==> src/rtl/m_ext_pkg.sv <==
// Shared M-extension / PCPI definitions: datapath width, initiator states, timeout default.
package m_ext_pkg;

    localparam int XLEN                        = 32;
    localparam int PCPI_TIMEOUT_CYCLES_DEFAULT = 16;

    typedef enum logic [1:0] {
        IDLE  = 2'd0,
        ISSUE = 2'd1,
        DONE  = 2'd2
    } pcpi_init_state_t;

endpackage

==> src/rtl/pcp_if.sv <==
// PCPI bus between the core-side initiator (Master) and a coprocessor (Slave).
interface PCP #(
    parameter int XLEN = m_ext_pkg::XLEN
);
    logic            valid;
    logic [31:0]     instruction;
    logic [XLEN-1:0] rs1;
    logic [XLEN-1:0] rs2;
    logic            wr;
    logic [XLEN-1:0] rd;
    logic            busy;
    logic            ready;

    modport Master (
        output valid, instruction, rs1, rs2,
        input  wr, rd, busy, ready
    );

    modport Slave (
        input  valid, instruction, rs1, rs2,
        output wr, rd, busy, ready
    );
endinterface

==> src/rtl/pcpi_watchdog.sv <==
// Issue timeout down-counter; only built when PCPI_INITIATOR_TIMEOUT_EN is defined.
`ifdef PCPI_INITIATOR_TIMEOUT_EN
module pcpi_watchdog
    import m_ext_pkg::*;
#(
    parameter int TIMEOUT_CYCLES = PCPI_TIMEOUT_CYCLES_DEFAULT
) (
    input  logic clk,
    input  logic resetn,
    input  logic clear,
    input  logic count_en,
    output logic expired
);
    localparam int CW = $clog2(TIMEOUT_CYCLES + 1);

    logic [CW-1:0] count;

    always_ff @(posedge clk or negedge resetn) begin
        if (!resetn) begin
            count <= '0;
        end else if (clear) begin
            count <= CW'(TIMEOUT_CYCLES);
        end else if (count_en && (count != '0)) begin
            count <= count - CW'(1);
        end
    end

    // Fires during the last allowed counting cycle so the abort lands exactly on it.
    assign expired = count_en && (count == CW'(1));
endmodule
`endif

==> src/rtl/pcpi_initiator.sv <==
// Core-side PCPI initiator: issues one instruction, waits for ready, reports result.
// Optional issue timeout (illegal-instruction detection) under PCPI_INITIATOR_TIMEOUT_EN.
//
// state | meaning
// IDLE  | req_ready high, waiting for an offer
// ISSUE | pcpi.valid high, waiting for pcpi.ready (or timeout)
// DONE  | rsp_valid pulse, pcpi.valid low for one cycle
module pcpi_initiator
    import m_ext_pkg::*;
#(
    parameter int XLEN           = m_ext_pkg::XLEN,
    parameter int TIMEOUT_CYCLES = PCPI_TIMEOUT_CYCLES_DEFAULT
) (
    input  logic            clk,
    input  logic            resetn,
    input  logic            req_valid,
    output logic            req_ready,
    input  logic [31:0]     req_instr,
    input  logic [XLEN-1:0] req_rs1,
    input  logic [XLEN-1:0] req_rs2,
    output logic            rsp_valid,
    output logic            rsp_wr,
    output logic [XLEN-1:0] rsp_rd,
    output logic            rsp_illegal,
    PCP.Master              pcpi
);
    pcpi_init_state_t state, state_nxt;

    logic [31:0]     instr_q;
    logic [XLEN-1:0] rs1_q;
    logic [XLEN-1:0] rs2_q;
    logic [XLEN-1:0] rd_q;
    logic            wr_q;
    logic            accept;
    logic            in_issue;
    logic            timeout;

    assign req_ready        = (state == IDLE);
    assign accept           = req_valid && req_ready;
    assign in_issue         = (state == ISSUE);
    assign rsp_valid        = (state == DONE);
    assign pcpi.valid       = in_issue;
    assign pcpi.instruction = instr_q;
    assign pcpi.rs1         = rs1_q;
    assign pcpi.rs2         = rs2_q;
    assign rsp_rd           = rd_q;
    assign rsp_wr           = wr_q;

`ifdef PCPI_INITIATOR_TIMEOUT_EN
    logic busy_seen;
    logic illegal_q;

    pcpi_watchdog #(
        .TIMEOUT_CYCLES (TIMEOUT_CYCLES)
    ) u_watchdog (
        .clk      (clk),
        .resetn   (resetn),
        .clear    (accept),
        .count_en (in_issue && !busy_seen && !pcpi.busy),
        .expired  (timeout)
    );

    // Once a coprocessor has claimed the instruction it may take as long as it likes.
    always_ff @(posedge clk or negedge resetn) begin
        if (!resetn) begin
            busy_seen <= 1'b0;
        end else if (accept) begin
            busy_seen <= 1'b0;
        end else if (in_issue && pcpi.busy) begin
            busy_seen <= 1'b1;
        end
    end

    always_ff @(posedge clk or negedge resetn) begin
        if (!resetn) begin
            illegal_q <= 1'b0;
        end else if (in_issue && pcpi.ready) begin
            illegal_q <= 1'b0;
        end else if (in_issue && timeout) begin
            illegal_q <= 1'b1;
        end
    end

    assign rsp_illegal = illegal_q;
`else
    logic unused_timeout_cfg;

    assign timeout            = 1'b0;
    assign rsp_illegal        = 1'b0;
    assign unused_timeout_cfg = (TIMEOUT_CYCLES != 0) ^ pcpi.busy;
`endif

    always_ff @(posedge clk or negedge resetn) begin
        if (!resetn) begin
            state <= IDLE;
        end else begin
            state <= state_nxt;
        end
    end

    always_comb begin
        state_nxt = state;
        unique case (state)
            IDLE:    if (req_valid) state_nxt = ISSUE;
            ISSUE:   if (pcpi.ready || timeout) state_nxt = DONE;
            DONE:    state_nxt = IDLE;
            default: state_nxt = IDLE;
        endcase
    end

    always_ff @(posedge clk or negedge resetn) begin
        if (!resetn) begin
            instr_q <= '0;
            rs1_q   <= '0;
            rs2_q   <= '0;
            rd_q    <= '0;
            wr_q    <= 1'b0;
        end else begin
            if (accept) begin
                instr_q <= req_instr;
                rs1_q   <= req_rs1;
                rs2_q   <= req_rs2;
            end
            // Ready takes priority over a coincident timeout.
            if (in_issue && pcpi.ready) begin
                rd_q <= pcpi.rd;
                wr_q <= pcpi.wr;
            end else if (in_issue && timeout) begin
                rd_q <= '0;
                wr_q <= 1'b0;
            end
        end
    end
endmodule

==> src/flat_wrapper.sv <==
// flat-port wrapper written by rule: the top's interface ports become plain ports
module pcpi_initiator_flat import m_ext_pkg::*;
#(
    parameter int XLEN           = m_ext_pkg::XLEN,
    parameter int TIMEOUT_CYCLES = PCPI_TIMEOUT_CYCLES_DEFAULT
)
  (clk, resetn, req_valid, req_ready, req_instr, req_rs1, req_rs2, rsp_valid, rsp_wr, rsp_rd, rsp_illegal, pcpi_valid, pcpi_instruction, pcpi_rs1, pcpi_rs2, pcpi_wr, pcpi_rd, pcpi_busy, pcpi_ready);
  PCP #(.XLEN(XLEN)) pcpi_i ();
  input  logic clk;
  input  logic resetn;
  input  logic req_valid;
  output logic req_ready;
  input  logic [31:0] req_instr;
  input  logic [XLEN-1:0] req_rs1;
  input  logic [XLEN-1:0] req_rs2;
  output logic rsp_valid;
  output logic rsp_wr;
  output logic [XLEN-1:0] rsp_rd;
  output logic rsp_illegal;
  output wire logic [$bits(pcpi_i.valid)-1:0] pcpi_valid;
  output wire logic [$bits(pcpi_i.instruction)-1:0] pcpi_instruction;
  output wire logic [$bits(pcpi_i.rs1)-1:0] pcpi_rs1;
  output wire logic [$bits(pcpi_i.rs2)-1:0] pcpi_rs2;
  input wire logic [$bits(pcpi_i.wr)-1:0] pcpi_wr;
  input wire logic [$bits(pcpi_i.rd)-1:0] pcpi_rd;
  input wire logic [$bits(pcpi_i.busy)-1:0] pcpi_busy;
  input wire logic [$bits(pcpi_i.ready)-1:0] pcpi_ready;
  assign pcpi_valid = pcpi_i.valid;
  assign pcpi_instruction = pcpi_i.instruction;
  assign pcpi_rs1 = pcpi_i.rs1;
  assign pcpi_rs2 = pcpi_i.rs2;
  assign pcpi_i.wr = pcpi_wr;
  assign pcpi_i.rd = pcpi_rd;
  assign pcpi_i.busy = pcpi_busy;
  assign pcpi_i.ready = pcpi_ready;
  pcpi_initiator #(.XLEN(XLEN), .TIMEOUT_CYCLES(TIMEOUT_CYCLES)) u_core (.clk(clk), .resetn(resetn), .req_valid(req_valid), .req_ready(req_ready), .req_instr(req_instr), .req_rs1(req_rs1), .req_rs2(req_rs2), .rsp_valid(rsp_valid), .rsp_wr(rsp_wr), .rsp_rd(rsp_rd), .rsp_illegal(rsp_illegal), .pcpi(pcpi_i));
endmodule
==> config.mk <==
export PLATFORM = sky130hd
export DESIGN_NAME = pcpi_initiator_flat
export DESIGN_NICKNAME = d
export VERILOG_FILES = /design/src/rtl/m_ext_pkg.sv /design/src/rtl/pcp_if.sv /design/src/rtl/pcpi_watchdog.sv /design/src/rtl/pcpi_initiator.sv /design/src/flat_wrapper.sv
export SDC_FILE = /design/constraint.sdc
export NUM_CORES = 1
export LEC_CHECK = 0
export ABC_CLOCK_PERIOD_IN_PS = 3200
export BUFFER_PORTS_ARGS = -buffer_cell sky130_fd_sc_hd__buf_2
export CAP_MARGIN = 20
export CORE_MARGIN = 4
export CORE_UTILIZATION = 48
export DETAILED_ROUTE_END_ITERATION = 10
export PLACE_DENSITY = 0.85
export SLEW_MARGIN = 0
export SYNTH_ARGS = -nofsm -noshare
export SYNTH_HDL_FRONTEND = slang
export SYNTH_SLANG_ARGS = --single-unit
==> constraint.sdc <==
create_clock -name clk -period 3.2 [get_ports clk]
set_input_delay 0.16 -clock clk [delete_from_list [all_inputs] [get_ports clk]]
set_output_delay 0.16 -clock clk [all_outputs]
set_load 0.02 [all_outputs]
==> impl_metrics.py <==
metrics = {
    "critical_path": {
        "r2r_start": "u_core.state[1]",
        "slowest_stage": "nand3b_1",
        "arrival_ps": 2360,
        "worstSetupStartpoint": "u_core.state[1]",
        "critPathCaptureType": "register",
        "path_max_fanout": 19,
        "critPathKind": "reg2reg",
        "crit_chain": "nand3b_1, buf_4, mux2_2",
        "cp-start-kind": "register",
        "cpPeakStageDelay_ps": 640,
        "cp.required_ps": 3580,
    },
    "synth": {
        "synth_area_um2": 4900,
        "synthCells": 284,
        "synth_top_area_share_pct": 66.9,
        "ys_top_cells_by_area": "dfrtp_1 67%, mux2_2 20%, mux2_1 9.2%",
        "syn-mean-instance-area_um2": 17.2,
        "synth_most_common_cell": "dfrtp_1",
        "synth-seq-cells": 131,
        "synth_edf_count": 0,
        "synth_cell_types": 13,
        "yosys.area.top_type": "dfrtp_1",
        "syn-num-nets": 418,
        "synth-warning-count": 0,
        "async_flop_share_pct": 100,
        "synth_commonest_cells": "131 x dfrtp_1, 89 x mux2_2, 40 x mux2_1",
        "synthFlopType": "dfrtp_1",
        "yosysSeqAreaShare_pct": 66.9,
    },
    "routing": {
        "drc": 0,
        "drt_wl_total_um": 16500,
        "routedWlPerCell_um": 19.8,
        "first_iter_violations": 217,
        "dr.pass1.iters": 5,
        "via_per_inst": 4.92,
        "drtAntennaViolNets": 0,
        "vias": 4109,
    },
    "cts": {
        "cts_buffer_depth": 2,
        "htree_levels": 4,
        "cts_setup_buffers": 0,
        "insertion_delay_ps": 500,
        "numCtsBuffers": 17,
        "cts.clk_slew.worst_paths_ps": 60,
        "cts_resized": 0,
        "hold_buffers": 132,
        "cts_sinks": 131,
        "cts_tree": "yes",
        "root_buffer": "clkbuf_8",
    },
    "timing": {
        "final-hold-violation-count": 0,
        "grt_setup_unrepaired": "no",
        "fin_crit_ps": 1980,
        "tns_ps": 0,
        "fmax_mhz": 504,
        "finalSetupViolCount": 0,
        "final.period_utilization_pct": 62.0,
        "finalClockSkew_ps": 8.44,
        "max_slew_margin_pct": 48.9,
        "drv_slew": 0,
        "holdWs_ps": 269,
        "worstMarginPinSlew_ps": 765,
    },
    "global_route": {
        "antenna_found_initial": 1,
        "grt_pass1_wl_um": 25000,
        "grt_overflow": 0,
        "grt_start_max_net_pins": 75,
        "grt_usage_pct": 28.6,
        "grt_pass1_vias": 4742,
    },
    "place": {
        "place_hpwl_um": 9160,
        "io_buffers": 264,
        "place_inst": 670,
        "gp_congestion": 0.768,
    },
    "layout": {
        "syn_to_final_growth_pct": 67.7,
        "layout-drive-gt1-share_pct": 55.1,
        "nets": 822,
        "fillCellCount": 475,
        "seq_area_um2": 3280,
        "multi_input_area_um2": 1510,
        "finalNonFillerCells": 835,
    },
    "floorplan": {
        "coreArea_um2": 9860,
        "die_w_um": 109,
        "dieArea_um2": 11900,
        "die_h_um": 109,
        "start_util_pct": 49.6,
        "num_io_pins": 267,
        "rows": 36,
    },
    "hold_path": {
        "min_path_type": "in2async",
    },
    "power": {
        "power.total_mw": 8.36,
        "p_per_area_nw_per_um2": 1020,
        "ir_drop_v": 0.000641,
        "p_leak_nw": 3.96,
    },
    "flow_run": {
        "maxCapViolCount": 0,
    },
    "run_status": {
        "status": "completed",
    },
}
==> final timing paths <==
check,end,slack [ps],cells past startpoint
max,u_core.rsp_rd[5],1220,3
min in group clk,u_core.pcpi.rs1[23],420,3
min,u_core.pcpi.instruction[18],270,2
max in group asynchronous,u_core.pcpi.rs2[19],2090,3
min reg2reg,u_core.pcpi.rs2[14],490,1
max reg2reg,u_core.rsp_rd[5],1220,3
==> metal layers <==
| layer | global-route usage [%] | vias up | routed length [µm] |
|---|---|---|---|
| li1 | - | 1808 | - |
| met1 | 29.0 | 2017 | 5660 |
| met2 | 52.1 | 225 | 8930 |
| met3 | 9.06 | 59 | 1230 |
| met4 | 14.8 | 0 | 692 |
| met5 | 0 | - | 0 |
==> sequential cells by signal, indices dropped and copies added (netlist names) <==
name and count:
u_core.rsp_wr 1, u_core.pcpi.rs1 32, u_core.rsp_rd 32, u_core.pcpi.instruction 32
u_core.pcpi.rs2 32, u_core.state 2
==> cell type report <==
class | instances | share of cell area (%)
Sequential cell | 131 | 39.9
Antenna cell | 1 | 0.0305
Clock buffer | 23 | 5.56
Tap cell | 133 | 2.03
Inverter | 1 | 0.0457
Multi-Input combinational cell | 137 | 18.4
Clock inverter | 9 | 1.28
Timing Repair Buffer | 400 | 32.7
==> stage by stage <==
stage | setup slack [ps] | util [%] | cell area (µm²)
after floorplan | 1680 | - | 4900
after CTS | 1200 | 83.2 | 8210
final | 1220 | 83.2 | 8210
after global routing | 1100 | 83.2 | 8210
after detailed placement | 1210 | 64.1 | 6320
after global placement | 1300 | 64.1 | 6320
==> power by group <==
group / total [mW] / internal (mW) / switching (mW)
Clock: 1.84 / 1.15 / 0.692
Combinational: 3.51 / 1.45 / 2.07
Sequential: 3.01 / 2.50 / 0.502
Total: 8.36 / 5.10 / 3.26
==> cell usage in the layout, fill, tap and decap left out <==
master           n
bufinv_16        2
conb_1           1
clkbuf_8         3
clkinv_4         2
clkinv_2         4
clkbuf_16       16
a211oi_1         1
buf_4            4
clkinvlp_4       1
dfrtp_1        131
nor2b_1          2
nand3b_1         1
inv_1            1
buf_2          263
nor2_1           2
mux2_2          89
buf_12           1
mux2_1          40
dlygate4sd3_1  132
nor3b_4          1
clkbuf_1         4
diode_2          1
==> worst max-delay path: cells and delay by family, from the launching register on <==
| kind | cells | cell delay, ps |
|---|---|---|
| buf+inv | 1 | 460 |
| flops | 1 | 450 |
| mux | 1 | 310 |
| simple gates | 1 | 640 |
==> kinds of logic (layout without fill, tap and decap cells) <==
logic type	after synthesis	in the layout	synth area share, %
multiplexers	129	129	29.7
other	1	2	0.0766
AND/OR/NAND/NOR	6	6	0.945
flip-flops	131	131	66.9
buffers and inverters	16	433	2.22
AO/OA/AOI/OAI	1	1	0.153
Note: power is estimated with default switching activity, not from simulation.
